<file path="config.mk">
export PLATFORM = sky130hd
export DESIGN_NAME = comparator_pipe
export DESIGN_NICKNAME = d
export VERILOG_FILES = /design/src/rtl/comparator_pkg.sv /design/src/rtl/cmp_merge_level.sv /design/src/rtl/comparator_pipe.sv
export SDC_FILE = /design/constraint.sdc
export NUM_CORES = 1
export LEC_CHECK = 0
export ABC_AREA = 0
export CAP_MARGIN = 20
export CORE_MARGIN = 10
export CORE_UTILIZATION = 38
export CTS_CLUSTER_SIZE = 25
export DETAILED_ROUTE_END_ITERATION = 7
export GPL_TIMING_DRIVEN = 0
export PLACE_DENSITY = 0.86
export SLEW_MARGIN = 20
export SYNTH_ARGS = -nofsm -noshare
export SYNTH_HDL_FRONTEND = slang
export SYNTH_SLANG_ARGS = --single-unit
</file>
<file path="constraint.sdc">
create_clock -name clk -period 1.6 [get_ports clk]
set_clock_uncertainty 0.15 [all_clocks]
set_input_delay 0.16 -clock clk [delete_from_list [all_inputs] [get_ports clk]]
set_output_delay 0.16 -clock clk [all_outputs]
set_load 0.02 [all_outputs]
</file>
<file path="src/rtl/comparator_pkg.sv">
// Shared types and elaboration helpers for the pipelined magnitude comparator.
package comparator_pkg;

  localparam int MIN_WIDTH = 4;
  localparam int MAX_WIDTH = 128;

  typedef struct packed {
    logic eq;
    logic lt;
    logic ltu;
  } cmp_flags_t;

  function automatic int levels_per_stage(input int width, input int stages);
    return ($clog2(width) + stages - 1) / stages;
  endfunction

  // Bit offset of stage s inside the packed stage-register vector; stage i
  // keeps width >> (last tree level it completes) (lt,gt) pairs.
  function automatic int stage_off(input int width, input int stages, input int s);
    int lps;
    int lvls;
    int e;
    int off;
    lps  = levels_per_stage(width, stages);
    lvls = $clog2(width);
    off  = 0;
    for (int i = 0; i < s; i++) begin
      e   = ((i + 1) * lps < lvls) ? (i + 1) * lps : lvls;
      off = off + (width >> e);
    end
    return off;
  endfunction

endpackage

</file>
<file path="src/rtl/cmp_merge_level.sv">
// One combinational comparator tree level: folds PAIRS (lt,gt) pairs into PAIRS/2.
module cmp_merge_level
  import comparator_pkg::*;
#(
  parameter int PAIRS = 2
) (
  input  logic [PAIRS-1:0]   lt_in,
  input  logic [PAIRS-1:0]   gt_in,
  output logic [PAIRS/2-1:0] lt_out,
  output logic [PAIRS/2-1:0] gt_out
);

  // The more significant pair decides unless it reports equality.
  for (genvar i = 0; i < PAIRS / 2; i++) begin : g_pair
    assign lt_out[i] = lt_in[2*i+1] | (~gt_in[2*i+1] & lt_in[2*i]);
    assign gt_out[i] = gt_in[2*i+1] | (~lt_in[2*i+1] & gt_in[2*i]);
  end

endmodule

</file>
<file path="src/rtl/comparator_pipe.sv">
// Pipelined signed/unsigned comparator with valid/ready flow control.
// Optional Min/Max outputs are built when CMP_MINMAX_EN is defined.
module comparator_pipe
  import comparator_pkg::*;
#(
  parameter int WIDTH  = 64,
  parameter int STAGES = 2,
  parameter int TAGW   = 4
) (
  input  logic             clk,
  input  logic             reset,
  input  logic             InValid,
  output logic             InReady,
  input  logic [WIDTH-1:0] A,
  input  logic [WIDTH-1:0] B,
  input  logic [TAGW-1:0]  InTag,
  output logic             OutValid,
  input  logic             OutReady,
  output logic             EQ,
  output logic             LT,
  output logic             LTu,
  output logic [TAGW-1:0]  OutTag
`ifdef CMP_MINMAX_EN
  ,
  input  logic             Signed,
  output logic [WIDTH-1:0] Min,
  output logic [WIDTH-1:0] Max
`endif
);

  localparam int LEVELS = $clog2(WIDTH);
  localparam int LPS    = levels_per_stage(WIDTH, STAGES);
  localparam int RW     = stage_off(WIDTH, STAGES, STAGES);

  if (WIDTH < MIN_WIDTH || WIDTH > MAX_WIDTH || (WIDTH & (WIDTH - 1)) != 0) begin : g_bad_width
    $fatal(1, "comparator_pipe: WIDTH must be a power of two in [4,128]");
  end
  if (STAGES < 1 || STAGES > LEVELS) begin : g_bad_stages
    $fatal(1, "comparator_pipe: STAGES must be in [1,$clog2(WIDTH)]");
  end

  logic                 adv;
  logic [WIDTH-1:0]     bit_lt_u, bit_gt_u, bit_lt_s, bit_gt_s;
  logic [WIDTH-2:0]     lv_lt_u, lv_gt_u, lv_lt_s, lv_gt_s;
  logic [RW-1:0]        lt_u_nxt, gt_u_nxt, lt_s_nxt, gt_s_nxt;
  logic [RW-1:0]        lt_u_p, gt_u_p, lt_s_p, gt_s_p;
  logic [STAGES-1:0]    vld_p;
  logic [TAGW-1:0]      tag_p [STAGES];
  cmp_flags_t           flags;
  logic                 unused_gt_s;

  assign adv     = ~vld_p[STAGES-1] | OutReady;
  assign InReady = adv;

  // Per-bit (lt,gt); the signed chain flips the sign bit's sense.
  assign bit_lt_u = ~A & B;
  assign bit_gt_u = A & ~B;
  assign bit_lt_s = {A[WIDTH-1] & ~B[WIDTH-1], bit_lt_u[WIDTH-2:0]};
  assign bit_gt_s = {~A[WIDTH-1] & B[WIDTH-1], bit_gt_u[WIDTH-2:0]};

  for (genvar k = 1; k <= LEVELS; k++) begin : g_level
    localparam int NI = WIDTH >> (k - 1);
    localparam int NO = WIDTH >> k;
    localparam int OO = WIDTH - NI;
    logic [NI-1:0] lt_u_i, gt_u_i, lt_s_i, gt_s_i;

    if (k == 1) begin : g_src_in
      assign lt_u_i = bit_lt_u;
      assign gt_u_i = bit_gt_u;
      assign lt_s_i = bit_lt_s;
      assign gt_s_i = bit_gt_s;
    end else if ((k - 1) % LPS == 0) begin : g_src_reg
      localparam int RO = stage_off(WIDTH, STAGES, (k - 1) / LPS - 1);
      assign lt_u_i = lt_u_p[RO +: NI];
      assign gt_u_i = gt_u_p[RO +: NI];
      assign lt_s_i = lt_s_p[RO +: NI];
      assign gt_s_i = gt_s_p[RO +: NI];
    end else begin : g_src_lv
      localparam int IO = WIDTH - (WIDTH >> (k - 2));
      assign lt_u_i = lv_lt_u[IO +: NI];
      assign gt_u_i = lv_gt_u[IO +: NI];
      assign lt_s_i = lv_lt_s[IO +: NI];
      assign gt_s_i = lv_gt_s[IO +: NI];
    end

    cmp_merge_level #(.PAIRS(NI)) u_unsigned (
      .lt_in (lt_u_i),
      .gt_in (gt_u_i),
      .lt_out(lv_lt_u[OO +: NO]),
      .gt_out(lv_gt_u[OO +: NO])
    );
    cmp_merge_level #(.PAIRS(NI)) u_signed (
      .lt_in (lt_s_i),
      .gt_in (gt_s_i),
      .lt_out(lv_lt_s[OO +: NO]),
      .gt_out(lv_gt_s[OO +: NO])
    );
  end

  // Stage boundaries: each register captures its last completed tree level;
  // a stage left without levels just forwards its predecessor.
  for (genvar s = 0; s < STAGES; s++) begin : g_stage
    localparam int E  = ((s + 1) * LPS < LEVELS) ? (s + 1) * LPS : LEVELS;
    localparam int SW = WIDTH >> E;
    localparam int RO = stage_off(WIDTH, STAGES, s);

    if (s * LPS + 1 <= LEVELS) begin : g_from_lv
      localparam int LO = WIDTH - (WIDTH >> (E - 1));
      assign lt_u_nxt[RO +: SW] = lv_lt_u[LO +: SW];
      assign gt_u_nxt[RO +: SW] = lv_gt_u[LO +: SW];
      assign lt_s_nxt[RO +: SW] = lv_lt_s[LO +: SW];
      assign gt_s_nxt[RO +: SW] = lv_gt_s[LO +: SW];
    end else begin : g_pass
      localparam int PO = stage_off(WIDTH, STAGES, s - 1);
      assign lt_u_nxt[RO +: SW] = lt_u_p[PO +: SW];
      assign gt_u_nxt[RO +: SW] = gt_u_p[PO +: SW];
      assign lt_s_nxt[RO +: SW] = lt_s_p[PO +: SW];
      assign gt_s_nxt[RO +: SW] = gt_s_p[PO +: SW];
    end
  end

  always_ff @(posedge clk) begin
    if (reset) begin
      vld_p <= '0;
    end else if (adv) begin
      vld_p[0] <= InValid;
      for (int s = 1; s < STAGES; s++) vld_p[s] <= vld_p[s-1];
    end
  end

  always_ff @(posedge clk) begin
    if (adv) begin
      lt_u_p   <= lt_u_nxt;
      gt_u_p   <= gt_u_nxt;
      lt_s_p   <= lt_s_nxt;
      gt_s_p   <= gt_s_nxt;
      tag_p[0] <= InTag;
      for (int s = 1; s < STAGES; s++) tag_p[s] <= tag_p[s-1];
    end
  end

  // Output stage: results are masked so an idle or freshly reset pipe reads 0.
  assign OutValid    = vld_p[STAGES-1];
  assign flags.eq    = OutValid & ~(lt_u_p[RW-1] | gt_u_p[RW-1]);
  assign flags.lt    = OutValid & lt_s_p[RW-1];
  assign flags.ltu   = OutValid & lt_u_p[RW-1];
  assign unused_gt_s = gt_s_p[RW-1];
  assign EQ          = flags.eq;
  assign LT          = flags.lt;
  assign LTu         = flags.ltu;
  assign OutTag      = OutValid ? tag_p[STAGES-1] : '0;

`ifdef CMP_MINMAX_EN
  logic [WIDTH-1:0] a_p [STAGES];
  logic [WIDTH-1:0] b_p [STAGES];
  logic [STAGES-1:0] sgn_p;
  logic             sel_lt;

  always_ff @(posedge clk) begin
    if (adv) begin
      a_p[0]   <= A;
      b_p[0]   <= B;
      sgn_p[0] <= Signed;
      for (int s = 1; s < STAGES; s++) begin
        a_p[s]   <= a_p[s-1];
        b_p[s]   <= b_p[s-1];
        sgn_p[s] <= sgn_p[s-1];
      end
    end
  end

  // On equality both selections yield A's value.
  assign sel_lt = sgn_p[STAGES-1] ? lt_s_p[RW-1] : lt_u_p[RW-1];
  assign Min    = OutValid ? (sel_lt ? a_p[STAGES-1] : b_p[STAGES-1]) : '0;
  assign Max    = OutValid ? (sel_lt ? b_p[STAGES-1] : a_p[STAGES-1]) : '0;
`endif

endmodule

</file>
Word level (Yosys, flattened, before mapping)
Memory sizes are Yosys's and may differ from the RTL's.
Cells that the tools add are included.

cells by class
  add/subtract/negate cells = 0
  multipliers = 0
  divide/modulo/power cells = 0
  magnitude comparators = 0
  equality and inequality tests = 0
  shift operators = 0
  multiplexer cells = 3
  bitwise logic cells = 444
  reductions and logical operators = 0

operator list
  cell              count
  $and A1 B1 Y1     148
  $not A1 Y1        147
  $or A1 B1 Y1      145
  $and A64 B64 Y64  2
  $not A64 Y64      2
  $mux W4           1
  $mux W1           2

storage, ports and cells
  register bits = 37
  latch bits = 0
  bits in writable memories = 8
  ROM bits = 0
  input bits = 136
  output and inout port bits = 9
  word-level logic and storage cells = 453
  memories kept = 1

memory list
  memory  words  width  rd ports  clocked after Yosys merged registers in  wr ports  RTL line               RTL
  tag_p   2      4      2         0                                        2         comparator_pipe.sv:48  logic [TAGW-1:0] tag_p [STAGES];

Depth between registers and ports, before layout
Gate-level depths: netlist of the first run.

  depth in word-level cells = 11
  mapped depth = 5
  gate-level depth less buffers = 5

Hierarchy
Synthesis of the first run repeated with hierarchy kept, for this count alone.

second synthesis, totals
  cells, all modules = 690
  area, all modules = 4752.1 µm²

by module, submodules not included
  module                                     instances  cells an instance  area each (µm²)
  comparator_pipe                            1          186                2229.6
  cmp_merge_level (g_level[1].u_signed ...)  2          128                640.6
  cmp_merge_level (g_level[2].u_signed ...)  2          64                 320.3
  cmp_merge_level (g_level[3].u_signed ...)  2          32                 160.2
  cmp_merge_level (g_level[4].u_signed ...)  2          16                 80.1
  cmp_merge_level (g_level[5].u_signed ...)  2          8                  40.0
  cmp_merge_level (g_level[6].u_signed ...)  2          4                  20.0

Worst setup path before layout of the first run
Ideal clock, no wire load.

  path kind = register to register
  start point = reg vld_p[1]
  end point = reg vld_p[0]
  arrival = 1.628 ns
  required time = 1.331 ns
  path slack = -0.298 ns
  stages on the path, launching flop included = 4
  buffers on the path = 0
  period minus slack after synthesis = 1.898 ns
  path through = dfxtp_1 nand2b_1 mux2i_1 nor2_1

between the ends
  cells in the longest elaborated chain, start to end = 2

RTL lines
  what                    RTL line                RTL
  from (decl)             comparator_pipe.sv:47   logic [STAGES-1:0] vld_p;
  from (signal assigned)  comparator_pipe.sv:124  vld_p <= '0;
  $not A1 Y1              comparator_pipe.sv:52   assign adv = ~vld_p[STAGES-1] | OutReady;
  $or A1 B1 Y1            comparator_pipe.sv:52
  via InReady             comparator_pipe.sv:13   output logic InReady,

The timed path passes the listed nets, and every way through them passes these cells.
A chain may end at the register's enable or synchronous reset.

Final worst setup path of the first run
  start point = in B[12]
  end point = reg lt_u_p[1], data pin

between the ends
  cells in the longest elaborated chain, start to end = 9

RTL lines
  what                               RTL line                RTL
  from (decl)                        comparator_pipe.sv:15   input logic [WIDTH-1:0] B,
  $not A64 Y64                       comparator_pipe.sv:57   assign bit_gt_u = A & ~B;
  $and A64 B64 Y64                   comparator_pipe.sv:57
  $and A1 B1 Y1                      -
  $or A1 B1 Y1                       -
  $and A1 B1 Y1                      -
  $or A1 B1 Y1                       -
  $not A1 Y1                         -
  $and A1 B1 Y1                      -
  $or A1 B1 Y1 (*)                   -
  via g_level[3].u_signed.lt_out[1]  cmp_merge_level.sv:9    output logic [PAIRS/2-1:0] lt_out,
  to (signal assigned)               comparator_pipe.sv:133  lt_u_p <= lt_u_nxt;
  to (decl)                          comparator_pipe.sv:46   logic [RW-1:0] lt_u_p, gt_u_p, lt_s_p, gt_s_p;

The timed path passes the listed nets; every way through them passes the cells marked *.

==> results of run 1 <==
==> logic make-up (layout without fill, tap and decap cells) <==
kind of cell               Yosys count  after routing  synth area share [%]
AOI/OAI and AO/OA                  100            100                  23.9
muxes                                1              1                 0.333
adders and majority gates           51             51                  17.9
buffers and inverters               57            215                  7.11
DFF                                 31             31                  30.3
and+or+nand+nor                    106            107                  20.5
==> worst register-to-register path: stages, from the launching register on <==
cell and delay, ns:
edfxtp_1 0.40, a21oi_1 0.14, o21bai_1 0.07, a21o_1 0.19, a211o_1 0.29
==> synthesized netlist by cell type, drive strengths merged <==
library cell  number
nand2b            36
a21o               1
a221oi             3
a311oi             3
nor3               3
a41oi              1
o41ai              3
a31oi              1
o21a               2
o211a              2
a2111oi            1
mux2i              1
and3               3
a211o              1
maj3              51
a211oi             6
nor3b              1
nor2b             35
edfxtp            29
and2               6
inv               57
a21boi             7
dfxtp              2
a32oi              1
nor2              10
o21ai             21
nand2              9
o21bai             5
o21ba              2
nand4              2
o22ai              3
o211ai             9
a31o               3
a21oi             16
o31ai              4
o32ai              2
and2b              1
o2bb2ai            3
==> per-layer routing <==
| layer | up-vias | share of wire, % | global-route usage [%] |
|---|---|---|---|
| li1 | 1568 | - | - |
| met1 | 1448 | 38 | 14.7 |
| met2 | 111 | 53 | 28.5 |
| met3 | 9 | 7.7 | 5.72 |
| met4 | 0 | 0.77 | 3.30 |
| met5 | - | 0 | 0 |
==> area by class of cell <==
class                      count  area, um2  area share (%)
timing repair buffer         151       1380            27.3
inverter                      57        214            4.25
tap                          102        128            2.53
clock buffer                   7       76.3            1.52
multi-input combinational    259       2330            46.3
sequential                    31        912            18.1
==> power by group <==
part | total [mW] | internal (mW) | switching, mW | leakage [nW]
sequential | 1.04 | 1.00 | 0.0379 | 0.311
clock | 0.543 | 0.298 | 0.245 | 0.0383
combinational | 1.07 | 0.606 | 0.462 | 1.91
total | 2.65 | 1.91 | 0.744 | 2.26
==> metrics by stage <==
step	util (%)	hold WS, ns
floorplan	-	0.0791
global placement	60.2	0.251
detailed placement	60.2	0.255
CTS	64.3	0.269
global route	65.2	0.238
finish	65.2	0.230
==> state kept, by name, summed over array words and instances, names as in the netlist <==
register / flops
vld_p: 2
lt_s_p: 2
tag_p: 8
gt_u_p: 9
gt_s_p: 1
lt_u_p: 9
==> worst max-delay path by stage <==
stage                  start         to  slack (ns)  cells past startpoint
floorplan               A[4]  gt_u_p[0]       -0.14                      5
global placement    OutReady    InReady       -0.68                      3
detailed placement     B[48]  gt_u_p[6]       -0.72                      6
CTS                     B[1]  lt_u_p[0]       0.004                      6
global route           B[47]  gt_u_p[5]       -0.02                      6
finish                 B[12]  lt_u_p[1]       0.006                      6
==> repair_timing <==
action,in CTS,in global routing
pin swaps,65,37
gates resized for setup,209,62
setup endpoints to repair,27,19
cloned,1,0
buffers inserted,6,1
==> qor.csv, run 1 <==
metric,value,unit
vias in the first global route,3398,
final setup fails,0,
cell repeated most along the worst path,maj3_2,
Startpoint Class,input port,
Hold Path Sink,gt_u_p[3],
"commonest non-fill, non-tap cells in the layout","maj3_2, dlygate4sd2_1, clkdlybuf4s50_1",
worst slew pin tran,0.391,ns
CP top delay family,adder cells,
CTS tree,built,
CTS Sinks,31,
PwrDens,526,nW/um2
die area,11900,um2
router iterations before antenna repair,4,
Die Span X,109,um
Via density,5.17,
Design Power,2.65,mW
DRT iter0 DRCs,66,
P_leak,2.26,nW
Ys Warns,0,
CTS buffer count,5,
Total Wirelength,9.15,mm
CP bufs+invs,1,
Reg2Reg Depth,4,
Yosys cell types,44,
Starting Density,38.9,%
initial antenna violation count,0,
hold path start,B[29],
min cycle time layout,1.59,ns
"Data arrival, critical path",1.47,ns
Mapped Area,3010,um2
hold path cells,4,
Critical R2R Capture,gt_u_p[8],
Placer Congestion,0.849,
Worst slew margin,73.9,%
Synth Instances,346,
Placed Instance Area,4650,um2
# H-tree levels,2,
first-pass GRT wire length,14.7,mm
post-synth top area share,29.0,%
r2r startpoint,gt_u_p[1],
Antenna diodes,0,
Routed Antenna Nets,0,
Required @ worst endpoint,1.48,ns
FP Rows,32,
"Hold Violations, Final",0,
cts hold-fix bufs,0,
# IOs,145,
vias post-DR,3136,
largest net degree at the start of global routing,17,
crit end category,flip-flop,
core box area,7730,um2
Yosys top cell by area,edfxtp_1,
DP HPWL,7.30,mm
Area growth syn-to-layout,67.4,%
r2r setup slk,0.12,ns
clk buf depth,2,
Die Ht,109,um
"Seq/Total Area, Yosys",30.3,%
Syn Nets,482,
DR WL/cell,15.1,um
Max stage delay on crit path,0.32,ns
CTS Root Cell,clkbuf_8,
Layout fillers,643,
leading post-synthesis cells by cell area,"edfxtp_1, maj3_1, maj3_2",
PnR worst setup slack,0.00589,ns
Worst-path clk slew,0.05,ns
Inst Count DP,592,
number of synthesized register bits,31,
IO buf count,144,
drt drc,0,
Syn Area/Cell,8.69,um2
setup TNS,0,ns
grt total ovfl,0,
Slew Limit Fails,0,
post-layout net count,641,
max cap viols,0,
Finished Layout Cells,607,
layout cells sized above 1,32.9,%
Max Fanout on Critical Path,2,
Crit-path slowest cell,maj3_2,
fmax,627,MHz
Global Route Usage Sum,14.9,%
VDD IR-drop max,0.295,mV
outcome,"complete, no violations",
clock latency on the worst-skew pair,0.27,ns
crit-path cells,buf_6 -> nor2b_4 -> maj3_2 -> maj3_2 -> maj3_2 -> a31o_1,
"Design Area, Final",5030,um2
Hold Path Class,input port to flip-flop,
part of the cycle the worst path needs,99.6,%
critical path class,input port to flip-flop,
pre-CTS WS,-0.718,ns
RSZ-0062 raised after global routing,yes,
No activity file was read; power rests on OpenSTA's default activity.
==> run 2: changes to the inputs <==
--- a/config.mk
+++ b/config.mk
@@ -13,7 +13,7 @@
 export DETAILED_ROUTE_END_ITERATION = 7
 export GPL_TIMING_DRIVEN = 0
 export PLACE_DENSITY = 0.86
-export SLEW_MARGIN = 20
+export RECOVER_POWER = 100
 export SYNTH_ARGS = -nofsm -noshare
 export SYNTH_HDL_FRONTEND = slang
 export SYNTH_SLANG_ARGS = --single-unit
==> qor.csv, run 2 (synthesized netlist as in run 1, its figures left out) <==
metric,value,unit
outcome,"complete, no violations",
core box area,7730,um2
setup TNS,0,ns
initial antenna violation count,0,
Slew Limit Fails,0,
layout cells sized above 1,32.5,%
"Hold Violations, Final",0,
# IOs,145,
largest net degree at the start of global routing,17,
Top Registers,"gt_u_p (9), lt_u_p (9), tag_p (8)",
"commonest non-fill, non-tap cells in the layout","maj3_2, dlygate4sd2_1, clkdlybuf4s50_1",
FP Rows,32,
DR WL/cell,15.1,um
Placer Congestion,0.849,
crit end category,flip-flop,
pre-CTS WS,-0.718,ns
Worst slew margin,73.9,%
CTS Sinks,31,
Antenna diodes,0,
part of the cycle the worst path needs,99.6,%
min cycle time layout,1.59,ns
vias post-DR,3138,
Layout fillers,648,
PwrDens,526,nW/um2
CTS tree,built,
router iterations before antenna repair,4,
Via density,5.17,
Die Span X,109,um
PnR worst setup slack,0.00566,ns
grt total ovfl,0,
Inst Count DP,592,
Hold Path Sink,gt_u_p[3],
Critical R2R Capture,gt_u_p[8],
RSZ-0062 raised after global routing,yes,
Global Route Usage Sum,14.9,%
VDD IR-drop max,0.295,mV
CTS buffer count,5,
Max Fanout on Critical Path,2,
Required @ worst endpoint,1.48,ns
critical path class,input port to flip-flop,
r2r setup slk,0.12,ns
Worst-path clk slew,0.05,ns
clock latency on the worst-skew pair,0.27,ns
drt drc,0,
first-pass GRT wire length,14.7,mm
"Data arrival, critical path",1.47,ns
hold path cells,4,
Routed Antenna Nets,0,
post-layout net count,641,
Design Power,2.64,mW
Finished Layout Cells,607,
Total Wirelength,9.14,mm
Hold Path Class,input port to flip-flop,
hold path start,B[29],
Die Ht,109,um
die area,11900,um2
# H-tree levels,2,
vias in the first global route,3398,
DRT iter0 DRCs,57,
P_leak,2.25,nW
Startpoint Class,input port,
final setup fails,0,
max cap viols,0,
DP HPWL,7.30,mm
Reg2Reg Depth,4,
CTS Root Cell,clkbuf_8,
worst slew pin tran,0.392,ns
fmax,627,MHz
Area growth syn-to-layout,66.9,%
IO buf count,144,
final core utilization,65.0,%
Starting Density,38.9,%
clk buf depth,2,
r2r startpoint,gt_u_p[1],
## run 2: how the worst max path moves through the flow
stage,start,to,slack (ns),cells after the start
floorplan,A[4],gt_u_p[0],-0.14,5
global placement,OutReady,InReady,-0.68,3
detailed placement,B[48],gt_u_p[6],-0.72,6
CTS,B[1],lt_u_p[0],0.004,6
global route,B[47],gt_u_p[5],-0.02,6
finish,B[12],lt_u_p[1],0.006,6
## run 2: through the flow
stage,cell area [um2],hold WS [ns]
floorplan,3090,0.0791
global placement,4650,0.251
detailed placement,4650,0.255
CTS,4970,0.269
global route,5020,0.277
finish,5020,0.237
## run 2: where the power goes
part | internal (mW) | switching (mW) | total, mW
clock network | 0.298 | 0.244 | 0.542
registers | 1.00 | 0.0379 | 1.04
logic | 0.600 | 0.459 | 1.06
## run 2: critical path, stage by stage
cell and delay (ns):
buf_6 0.09, nor2b_4 0.11, maj3_2 0.30, maj3_2 0.32, maj3_2 0.31, a31o_1 0.19
## run 2: what timing repair did
| item | 4_1_cts | 5_1_grt |
|---|---|---|
| hold buffers | 0 | 0 |
| cloned | 1 | 0 |
| buffers inserted | 6 | 1 |
| setup endpoints to repair | 27 | 19 |
| resized for setup | 209 | 62 |
| pin swaps | 65 | 37 |
## run 2: area by class of cell
type                            count  area, um2  area share, %
Timing Repair Buffer              151       1370           27.3
Tap cell                          102        128           2.54
Clock buffer                        7       76.3           1.52
Inverter                           57        214           4.26
Multi-Input combinational cell    259       2320           46.2
Sequential cell                    31        912           18.2
## run 2: metal layers
layer  part of all wire (%)  wire [um]  track usage (%)
met1                     38       3480             14.7
met2                     53       4890             28.5
met3                    7.7        704             5.72
met4                   0.78         71             3.30
met5                      0          0                0
